## src/rtl/timer_dev_pkg.sv

```systemverilog
// Shared constants for the countdown timer device: register map, CTRL layout,
// mode encodings and FSM state encoding.
package timer_dev_pkg;

  localparam logic [1:0] TMR_CTRL   = 2'd0;
  localparam logic [1:0] TMR_PRESET = 2'd1;
  localparam logic [1:0] TMR_COUNT  = 2'd2;

  localparam int CTRL_EN      = 0;
  localparam int CTRL_MODE_LO = 1;
  localparam int CTRL_MODE_HI = 2;
  localparam int CTRL_IM      = 3;

  localparam logic [1:0] MODE_ONESHOT = 2'b00;
  localparam logic [1:0] MODE_RELOAD  = 2'b01;

  typedef enum logic [1:0] {
    ST_IDLE = 2'd0,
    ST_LOAD = 2'd1,
    ST_CNT  = 2'd2,
    ST_INT  = 2'd3
  } tmr_state_e;

endpackage

```

## src/rtl/timer_dev_be_merge.sv

```systemverilog
// Combinational byte-enable merge: each byte lane takes wdata when its enable
// is set, otherwise keeps the old value. Narrow registers use a partial lane.
module timer_dev_be_merge #(
  parameter int W = 32,
  localparam int NB = (W + 7) / 8
) (
  input  logic [W-1:0]  old_i,
  input  logic [W-1:0]  wdata_i,
  input  logic [NB-1:0] be_i,
  output logic [W-1:0]  new_o
);

  always_comb begin
    new_o = old_i;
    for (int b = 0; b < W; b++) begin
      if (be_i[b / 8]) new_o[b] = wdata_i[b];
    end
  end

endmodule

```

## src/rtl/timer_dev.sv

```systemverilog
// Programmable countdown timer: CTRL/PRESET/COUNT register file on the bridge
// side, a four-state countdown FSM, and a maskable interrupt into HWInt.
module timer_dev
  import timer_dev_pkg::*;
#(
  parameter logic [31:0] PRESET_RST = 32'h0000_0000,
  parameter logic [3:0]  CTRL_RST   = 4'b0000
) (
  input  logic        clk,
  input  logic        rst_n,
  input  logic [1:0]  addr,
  input  logic [31:0] wdata,
  input  logic [3:0]  be,
  input  logic        we,
  output logic [31:0] rdata,
  output logic        irq
);

  logic [3:0]  ctrl_q, ctrl_d;
  logic [31:0] preset_q, preset_d;
  logic [31:0] count_q, count_d;
  tmr_state_e  state_q, state_d;
  logic        irq_flag_q, irq_flag_d;

  logic [3:0]  ctrl_wr_val;
  logic [31:0] preset_wr_val;
  logic        ctrl_wr, preset_wr;
  logic        en, mode_reload;
  logic        hw_en_clr, flag_set;

  assign ctrl_wr     = we && (addr == TMR_CTRL);
  assign preset_wr   = we && (addr == TMR_PRESET);
  assign en          = ctrl_q[CTRL_EN];
  assign mode_reload = (ctrl_q[CTRL_MODE_HI:CTRL_MODE_LO] == MODE_RELOAD);
  assign irq         = ctrl_q[CTRL_IM] & irq_flag_q;

  timer_dev_be_merge #(.W(4)) u_ctrl_merge (
    .old_i   (ctrl_q),
    .wdata_i (wdata[3:0]),
    .be_i    (be[0]),
    .new_o   (ctrl_wr_val)
  );

  timer_dev_be_merge #(.W(32)) u_preset_merge (
    .old_i   (preset_q),
    .wdata_i (wdata),
    .be_i    (be),
    .new_o   (preset_wr_val)
  );

  always_comb begin
    rdata = 32'h0;
    case (addr)
      TMR_CTRL:   rdata = {28'h0, ctrl_q};
      TMR_PRESET: rdata = preset_q;
      TMR_COUNT:  rdata = count_q;
      default:    rdata = 32'h0;
    endcase
  end

  // Countdown FSM; LOAD samples the PRESET value from before any same-edge write.
  always_comb begin
    state_d   = state_q;
    count_d   = count_q;
    hw_en_clr = 1'b0;
    flag_set  = 1'b0;
    case (state_q)
      ST_IDLE: begin
        if (en) state_d = ST_LOAD;
      end
      ST_LOAD: begin
        count_d = preset_q;
        state_d = ST_CNT;
      end
      ST_CNT: begin
        if (!en) begin
          state_d = ST_IDLE;
        end else if (count_q > 32'd1) begin
          count_d = count_q - 32'd1;
        end else begin
          count_d = 32'd0;
          state_d = ST_INT;
        end
      end
      ST_INT: begin
        flag_set  = 1'b1;
        hw_en_clr = !mode_reload;
        state_d   = ST_IDLE;
      end
      default: state_d = ST_IDLE;
    endcase
  end

  // Software CTRL writes take priority over the hardware EN clear and flag set.
  always_comb begin
    ctrl_d     = ctrl_q;
    preset_d   = preset_q;
    irq_flag_d = irq_flag_q;
    if (hw_en_clr) ctrl_d[CTRL_EN] = 1'b0;
    if (flag_set) begin
      irq_flag_d = 1'b1;
    end else if (mode_reload) begin
      irq_flag_d = 1'b0;
    end
    if (ctrl_wr) begin
      ctrl_d     = ctrl_wr_val;
      irq_flag_d = 1'b0;
    end
    if (preset_wr) preset_d = preset_wr_val;
  end

  always_ff @(posedge clk or negedge rst_n) begin
    if (!rst_n) begin
      ctrl_q     <= CTRL_RST;
      preset_q   <= PRESET_RST;
      count_q    <= 32'h0;
      state_q    <= ST_IDLE;
      irq_flag_q <= 1'b0;
    end else begin
      ctrl_q     <= ctrl_d;
      preset_q   <= preset_d;
      count_q    <= count_d;
      state_q    <= state_d;
      irq_flag_q <= irq_flag_d;
    end
  end

endmodule

```

## config.mk

```make
export PLATFORM = sky130hd
export DESIGN_NAME = timer_dev
export DESIGN_NICKNAME = d
export VERILOG_FILES = /design/src/rtl/timer_dev_pkg.sv /design/src/rtl/timer_dev_be_merge.sv /design/src/rtl/timer_dev.sv
export SDC_FILE = /design/constraint.sdc
export NUM_CORES = 1
export LEC_CHECK = 0
export BUFFER_PORTS_ARGS = -buffer_cell sky130_fd_sc_hd__buf_4
export CORE_MARGIN = 3
export CORE_UTILIZATION = 35
export CTS_CLUSTER_DIAMETER = 200
export DETAILED_ROUTE_END_ITERATION = 10
export GPL_ROUTABILITY_DRIVEN = 1
export HOLD_SLACK_MARGIN = 0.03
export SKIP_LAST_GASP = 1
export SLEW_MARGIN = 5
export SYNTH_ARGS = -nofsm -noshare
export SYNTH_HDL_FRONTEND = slang
export SYNTH_SLANG_ARGS = --single-unit
```

## constraint.sdc

```tcl
create_clock -name clk -period 6.2 [get_ports clk]
set_clock_uncertainty 0.1 [all_clocks]
set_input_delay 0.31 -clock clk [delete_from_list [all_inputs] [get_ports clk]]
set_output_delay 0.31 -clock clk [all_outputs]
set_load 0.02 [all_outputs]
```

; Word-level counts from Yosys, hierarchy flattened
; Index checks and enable logic that the tools add are counted.
[totals]
reg_bits = 71
input_bits = 41
[classes]
magnitude_cmp = 1
add_sub_neg = 1
bitwise_logic = 1
n_reduce_logical = 16
mux = 16
n_eq_ne = 10
[op_table]
columns = op, count
row1 = $pmux W32 S3, 1
row2 = $mux W32, 2
row3 = $pmux W32 S2, 1
row4 = $gt A32 B1 Y1 const B, 1
row5 = $sub A32 B1 Y32 const B, 1
row6 = $reduce_and A2 Y1, 8
row7 = $mux W1, 8
row8 = $pmux W2 S4, 1
row9 = $eq A2 B1 Y1 const B, 3
row10 = $eq A2 B2 Y1 const B, 3
row11 = $mux W2, 3
row12 = $ne A2 B2 Y1 const B, 3
row13 = $logic_not A2 Y1, 2
row14 = $reduce_bool A2 Y1, 2
row15 = $ne A3 B3 Y1 const B, 1
row16 = $reduce_bool A3 Y1, 1
row17 = $logic_and A1 B1 Y1, 2
row18 = $and A1 B1 Y1, 1
row19 = $logic_not A1 Y1, 1

; Depth between registers and ports, before layout
; Gate-level depths: netlist of run 1.
[logic_depth]
depth_word = 5
mapped_depth = 9
mapped_depth_nobuf = 7

; Cells and area by module
; A second synthesis of run 1 with hierarchy kept.
[unflattened]
cells_unflattened = 438
hier_area_um2 = 4585.6
[by_module_without_submodules]
columns = mod, instances, area_per_inst_um2, seq_area_each_um2, cells_each
row1 = timer_dev, 1, 4015.1, 1776.7, 398
row2 = timer_dev_be_merge (u_preset_merge), 1, 525.5, 0.0, 36
row3 = timer_dev_be_merge (u_ctrl_merge), 1, 45.0, 0.0, 4

; Least setup slack after synthesis of run 1
; No wires, ideal clock.
[synth_timing]
path_type = register to register
from = register count_q[4]
to = register count_q[19]
t_arrival_ns = 2.152
path_slack_ns = 3.817
n_path_buf = 3
period_less_slack_ns = 2.383
setup_time_ns = 0.130
stages_incl_launch_ff = 9
cell_sequence = dfrtp_1 buf_6 or4_4 buf_6 or3_1 buf_2 or3_1 a31oi_1 o211ai_1
[synth_via]
elab_chain_len = 4
[synth_rtl]
columns = element, line_no
row1 = start: declaration, timer_dev.sv:21  ; logic [31:0] count_q, count_d;
row2 = start signal: assignment, timer_dev.sv:122  ; count_q <= count_d;
row3 = $sub A32 B1 Y32 / $gt A32 B1 Y1 (equally long branches), "timer_dev.sv:79, timer_dev.sv:78"
row4 = $mux W32 *, timer_dev.sv:78  ; end else if (count_q > 32'd1) begin
row5 = $mux W32 *, timer_dev.sv:76  ; if (!en) begin
row6 = $pmux W32 S2 *, timer_dev.sv:67  ; case (state_q)
; Every way passes the cells marked *; elsewhere a longest branch is shown, timed or not. The select of a mux whose other input is x is not followed.
; A chain may end at the register's enable or synchronous reset.

; Worst setup path after layout of run 1
[layout_timing]
from = register count_q[22]
to = register count_q[21]
[layout_via]
elab_chain_len = 4
[layout_rtl]
columns = element, line_no
row1 = $gt A32 B1 Y1, timer_dev.sv:78
row2 = $mux W32, timer_dev.sv:78
row3 = $mux W32, timer_dev.sv:76
row4 = $pmux W32 S2, timer_dev.sv:67
; No other way between the ends. The select of a mux whose other input is x is not followed.

==> results of run 1 <==
-- worst max-delay path, delay by kind of cell (launching register included) --
| kind | cells | cell delay [ps] |
|---|---|---|
| AND/OR/NAND/NOR | 4 | 2500 |
| flip-flops | 1 | 450 |
| AO/OA/AOI/OAI | 1 | 180 |
-- synth_stat cells, drive strengths merged (12+ instances only) --
library cell	number	area [um^2]
dfrtp	71	1780
mux2	34	383
nand2	33	124
a22o	32	280
clkbuf	29	109
nand3	19	95.1
nor2	15	56.3
buf	13	83.8
o211ai	13	103
o21ai	13	65.1
a21oi	12	60.1
and3	12	75.1
-- routing by layer --
layer | global-route usage | vias to the layer above
met4 | 0.0565 | 0
met5 | 0 | -
met2 | 0.302 | 127
met3 | 0.0423 | 11
met1 | 0.242 | 1802
li1 | - | 1746
-- worst max path at each step --
stage                  end  slack [ps]  cells after the start
4_1_cts        count_q[21]        2800                      5
2_1_floorplan  count_q[19]        3820                      8
3_3_place_gp    count_q[6]        2930                      5
5_1_grt        count_q[21]        2510                      5
3_5_place_dp    count_q[7]        2830                      5
6_report       count_q[21]        2810                      5
-- state kept, by name (all words and copies together), names as in the netlist --
signal      flops
count_q        32
ctrl_q          4
irq_flag_q      1
preset_q       32
state_q         2
-- power by group through the flow --
stage                     Clock [mW]  Combinational [mW]  Sequential (mW)
final                          0.523               0.869            0.833
after global routing           0.556               0.965            0.864
after CTS                      0.534               0.873            0.830
after detailed placement           0               0.866            0.838
after global placement             0               0.856            0.827
after floorplan                    0               0.686            0.753
-- cells by family (layout without fill, tap and decap cells) --
group,count (synthesis),count (layout),share of synthesized area
AO/OA/AOI/OAI,124,124,0.227
adder cells (fa/ha/maj),2,2,0.00594
buffers and inverters,51,103,0.0537
flip-flops,71,71,0.422
multiplexers,39,39,0.103
AND/OR/NAND/NOR,142,142,0.189
-- layout make-up --
class / count / area share
repair buffers: 78 / 0.115
flip-flops and latches: 71 / 0.349
clock inverters: 5 / 0.0113
clock buffers: 11 / 0.0476
inverters: 9 / 0.00663
multi-input cells: 307 / 0.436
well taps: 143 / 0.0351
==> flow_metrics.py, run 1 <==
metrics = {
    "status": {
        "outcome": "completed",
    },
    "power": {
        "p_comb_frac": 0.391,
        "pwr-share-seq": 0.374,
        "clkPwrFrac": 0.235,
        "internal-power_mw": 1.32,
        "switching_power_mw": 0.901,
        "switching_share": 0.405,
        "ir_drop_mv": 0.193,
        "cellLeakagePower_nw": 2.16,
        "power.density_mw_per_mm2": 437,
        "power_mw": 2.23,
    },
    "worst_setup_path": {
        "cp_max_fo": 23,
        "path_cells": "or4_1 > nor4_2 > nand3_1 > nand2_1 > o211ai_1",
        "ff2ff_path_depth": 5,
        "crit_path_max_incr_delay_ps": 770,
        "rr_endpoint": "count_q[21]",
        "end_kind": "flop",
        "cp-start-kind": "flop",
        "worstSetupStartpoint": "count_q[22]",
        "r2r_start": "count_q[22]",
        "cpMaxStageDelayCell": "nand3_1",
        "rrSetupSlack_ps": 2810,
        "arrival_ps": 3470,
        "worstPathRequired_ps": 6290,
        "crit_type": "flop to flop",
    },
    "routing": {
        "drc": 0,
        "routedWlPerCell_um": 19.0,
        "first_iter_violations": 239,
        "wl_met2_mm": 5.68,
        "vias_per_cell": 5.91,
        "dr.pass1.iters": 4,
        "ant_nets": 0,
        "drt_wl_total_mm": 11.8,
        "wl_met3_um": 702,
        "vias": 3686,
        "routed.top_layer": "met4",
        "wl_met1_mm": 5.29,
    },
    "layout": {
        "fill_cells": 1149,
        "syn_to_final_growth_pct": 21.0,
        "final_cell_mix": "buf_4 (78), dfrtp_1 (71), mux2_2 (34), nand2_1 (33), a22o_1 (32)",
        "regArea_mm2": 0.00178,
        "final_common_cell": "buf_4",
        "diodes": 0,
        "fin_util": 0.439,
        "final_nets": 519,
        "multi_input_area_mm2": 0.00222,
        "fin_cells": 624,
        "drive_gt1_frac": 0.297,
        "design_area_mm2": 0.00510,
    },
    "sta": {
        "setup-tns-final_ps": 0,
        "slew_viol_final": 0,
        "layout_worst_path_cycle_share": 0.546,
        "whs_ps": 15.6,
        "rsz0062_at_grt": "no",
        "slew-limit-headroom": 0.354,
        "setup_ws_ps": 2810,
        "min_period_ps": 3390,
        "worst_slew_pin_slew_ps": 966,
        "timing_hold_violations_final": 0,
        "finalSetupViolations": 0,
        "timing.fmax_mhz": 295,
    },
    "clocking": {
        "cts.sinks": 71,
        "cts_tree": "built",
        "cts_max_level": 3,
        "cts_resized": 0,
        "cts_root_buf": "clkbuf_16",
        "cts_made_buffers": 9,
        "hold_buffers": 0,
        "clk_pin_slew_ps": 60,
        "insertion_delay_ps": 330,
        "post_cts_buffers": 0,
        "cts_buffer_depth": 2,
    },
    "place": {
        "place_area_mm2": 0.00480,
        "pre_cts_ws_ps": 2830,
        "gp_congestion": 0.868,
        "dp_hpwl_mm": 8.04,
        "dp_cells": 608,
        "io_buffer_count": 73,
    },
    "die": {
        "initial_core_util": 0.363,
        "core.rowCount": 39,
        "die-width_um": 116,
        "fp.dieH_um": 116,
        "coreArea_mm2": 0.0116,
        "die-area_mm2": 0.0134,
        "io_pins": 74,
    },
    "grt": {
        "antenna_found_initial": 0,
        "grt.total_usage": 0.184,
        "grt_max_degree": 72,
        "grt-ovfl-total": 0,
        "first_global_vias": 3697,
        "grt_pass1_wl_mm": 19.4,
    },
    "logic_synthesis": {
        "ys_seq_area_frac": 0.422,
        "synth_cell_types": 58,
        "synth_nets": 472,
        "syn_area_per_cell_um2": 9.82,
        "synth_edf_count": 0,
        "postSynth.asyncResetShare": 1.00,
        "synth_warnings": 0,
        "ys_ff_latch": 71,
        "syn_inst": 429,
        "synth_flop_cell": "dfrtp_1",
        "netlist_area_mm2": 0.00421,
    },
    "worst_hold_path": {
        "hp-class": "input pin to async pin",
    },
    "run": {
        "maxCapViolations": 0,
    },
}
Power figures use the tool's default switching activity.
==> inputs of run 2 (changes only) <==
ABC_AREA = 1   (was default)
clock period = 3 ns   (was 6.2 ns; I/O delays follow)
==> run 2 against run 1 <==
Against the previous run:
- critical endpoint is now count_q[25]
- flip-flop and latch count unchanged
- first-iteration DRC count up 37%
- worst setup slack got worse by 2000 ps
- critical path depth is 6 higher
- count of clock-buffer cells in the layout rose by 2
- synthesized cell count increased by 47%
- core utilization is 2.7 points higher
- design area up 11%
- combinational power is 150% higher
==> flow_metrics.py, run 2 <==
metrics = {
    "power": {
        "power.density_mw_per_mm2": 843,
        "pwr-share-seq": 0.340,
        "internal-power_mw": 2.65,
        "ir_drop_mv": 0.327,
        "cellLeakagePower_nw": 2.81,
        "switching_share": 0.442,
        "power_mw": 4.75,
        "switching_power_mw": 2.10,
        "p_comb_frac": 0.450,
        "clkPwrFrac": 0.210,
    },
    "place": {
        "place_area_mm2": 0.00503,
        "dp_hpwl_mm": 8.94,
        "io_buffer_count": 73,
        "dp_cells": 851,
        "gp_congestion": 0.891,
    },
    "status": {
        "outcome": "completed",
    },
    "logic_synthesis": {
        "synth_commonest_cells": "nand2_1 (221), inv_1 (72), dfrtp_1 (71), nor2_1 (67), nand3_1 (37)",
        "postSynth.asyncResetShare": 1.00,
        "synth.area.top_cells": "dfrtp_1 (41%), nand2_1 (19%), inv_1 (6.2%)",
        "synth_warnings": 0,
        "synth_edf_count": 0,
        "synth_nets": 673,
        "synth_xor_area_frac": 0.0301,
        "synth_top_area_share": 0.406,
        "syn_area_per_cell_um2": 6.94,
        "synth_cell_types": 25,
        "synth_top_family_by_area": "simple AND/OR/NAND/NOR gates",
        "yosys.cell_count.top_type": "nand2_1",
        "synth-compound-area-share": 0.105,
        "ys_seq_area_frac": 0.406,
        "synth_flop_cell": "dfrtp_1",
        "synth_largest_area_cell": "dfrtp_1",
        "ys_ff_latch": 71,
        "netlist_area_mm2": 0.00437,
        "synth-adder-area-share": 0.00572,
        "synthSimpleGateAreaFrac": 0.327,
        "syn_inst": 630,
        "synth.mux.area_fraction": 0.0361,
    },
    "die": {
        "io_pins": 74,
        "initial_core_util": 0.361,
        "core.rowCount": 40,
        "coreArea_mm2": 0.0121,
        "die-area_mm2": 0.0139,
        "die-width_um": 118,
        "fp.dieH_um": 118,
    },
    "worst_setup_path": {
        "path_cells": "inv_1 > ha_1 > nand2_4 > nor2_4 > nor2_2 > nor2_2 > nor2_4 > nand3_1 > nand2_1 > nand2_1 > nand2_1",
        "cpMaxStageDelayCell": "nor2_4",
        "crit_path_max_incr_delay_ps": 600,
        "worstPathRequired_ps": 3170,
        "ff2ff_path_depth": 11,
        "r2r_start": "count_q[0]",
        "end_kind": "flop",
        "cp-start-kind": "flop",
        "crit_type": "flop to flop",
        "crit_buf_inv": 1,
        "path_delay_family": "simple AND/OR/NAND/NOR gates",
        "cp_max_fo": 32,
        "cp_num_cells": 11,
        "rrSetupSlack_ps": 770,
        "arrival_ps": 2400,
        "rr_endpoint": "count_q[25]",
        "crit_top_cell": "nand2_1",
    },
    "routing": {
        "dr.pass1.iters": 6,
        "routedWlPerCell_um": 14.5,
        "drt_wl_total_mm": 13.0,
        "first_iter_violations": 327,
        "drc": 0,
        "ant_nets": 0,
        "vias_per_cell": 4.85,
        "vias": 4369,
    },
    "clocking": {
        "cts_max_level": 3,
        "cts_made_buffers": 9,
        "post_cts_buffers": 0,
        "cts_tree": "built",
        "insertion_delay_ps": 330,
        "cts.sinks": 71,
        "cts_resized": 0,
        "clk_pin_slew_ps": 50,
        "cts_buffer_depth": 2,
        "cts_root_buf": "clkbuf_16",
    },
    "run": {
        "maxCapViolations": 0,
    },
    "layout": {
        "diodes": 0,
        "fin_cells": 900,
        "final_cell_mix": "nand2_1 (221), buf_4 (76), inv_1 (72), dfrtp_1 (71), nor2_1 (67)",
        "syn_to_final_growth_pct": 29.0,
        "final_nets": 770,
        "final_common_cell": "nand2_1",
        "reg.largest.list": "count_q: 32 flops, preset_q: 32 flops, ctrl_q: 4 flops",
        "design_area_mm2": 0.00564,
        "fill_cells": 1278,
        "drive_gt1_frac": 0.164,
        "fin_util": 0.466,
    },
    "worst_hold_path": {
        "whs_path_depth": 3,
        "whs_endpoint": "irq_flag_q",
        "min_from": "addr[1]",
        "hp-class": "input pin to flop",
    },
    "sta": {
        "rsz0062_at_grt": "no",
        "layout_worst_path_cycle_share": 0.744,
        "setup-tns-final_ps": 0,
        "min_period_ps": 2230,
        "finalSetupViolations": 0,
        "timing.fmax_mhz": 448,
        "worst_slew_pin_slew_ps": 1110,
        "slew_viol_final": 0,
        "timing_hold_violations_final": 0,
        "slew-limit-headroom": 0.260,
    },
    "grt": {
        "grt-ovfl-total": 0,
        "antenna_found_initial": 0,
        "first_global_vias": 4348,
        "grt_max_degree": 72,
        "grt_pass1_wl_mm": 21.8,
        "grt.total_usage": 0.191,
    },
}
==> run 2: cell types whose count changed after synthesis, sizes merged, moves of 20 or more <==
cell   previous run  this run
mux2             34        14
nand2            33       225
nor2             15        78
inv               8        72
a22o             32         0
o21ai            13        51
==> run 2: cell type report <==
cell class | instances | area [um^2] | share of cell area
clock buffers | 13 | 260 | 0.0461
multi-input cells | 464 | 2200 | 0.391
inverters | 72 | 270 | 0.0479
clock inverters | 3 | 17.5 | 0.00311
repair buffers | 109 | 901 | 0.160
well taps | 168 | 210 | 0.0373
flip-flops and latches | 71 | 1780 | 0.315
==> run 2: power groups by stage <==
stage               registers [mW]  logic (mW)  clock network (mW)
floorplan                     1.53        1.58                   0
global placement              1.61        2.05                   0
detailed placement            1.63        2.09                   0
CTS                           1.61        2.14                1.03
global route                  1.67        2.44                1.07
finish                        1.62        2.14               0.999
==> run 2: routing by layer <==
| layer | vias to the layer above | global-route usage | share of wire |
|---|---|---|---|
| met2 | 145 | 0.318 | 0.48 |
| met3 | 10 | 0.0365 | 0.057 |
| met4 | 0 | 0.0469 | 0.011 |
| met1 | 2036 | 0.257 | 0.45 |
| met5 | - | 0 | 0 |
| li1 | 2178 | - | - |
==> run 2: stage by stage <==
| step | setup WS [ps] | hold WS (ps) |
|---|---|---|
| 2_1_floorplan | 1250 | -246 |
| 3_3_place_gp | 753 | 258 |
| 3_5_place_dp | 622 | 264 |
| 4_1_cts | 774 | 57.2 |
| 5_1_grt | 492 | 78.1 |
| 6_report | 768 | 52.7 |
==> run 2: worst reg2reg max path: cells and delay by family (launching register included) <==
family                   cells  cell delay (ps)
AND/OR/NAND/NOR              9             1350
flip-flops                   1              380
adder cells (fa/ha/maj)      1              250
buffers and inverters        1              100
==> run 2: how the worst max path moves through the flow <==
| stage | start | endpoint | slack [ps] |
|---|---|---|---|
| after detailed placement | addr[1] | preset_q[12] | 620 |
| after global routing | count_q[0] | count_q[31] | 490 |
| after global placement | addr[1] | preset_q[12] | 750 |
| after floorplan | count_q[0] | count_q[18] | 1250 |
| final | count_q[0] | count_q[25] | 770 |
| after CTS | count_q[0] | count_q[25] | 770 |
==> run 2: repair_timing <==
action                     CTS  global route
setup endpoints to repair    0             0
hold buffers                33             0
hold endpoints to repair   106             0
==> run 2: logic make-up after synthesis <==
kind of cell    Yosys count
fa+ha+maj                 2
compound gates           85
buf+inv                  95
simple gates            348
mux                      14
flops                    71
xor+xnor                 15
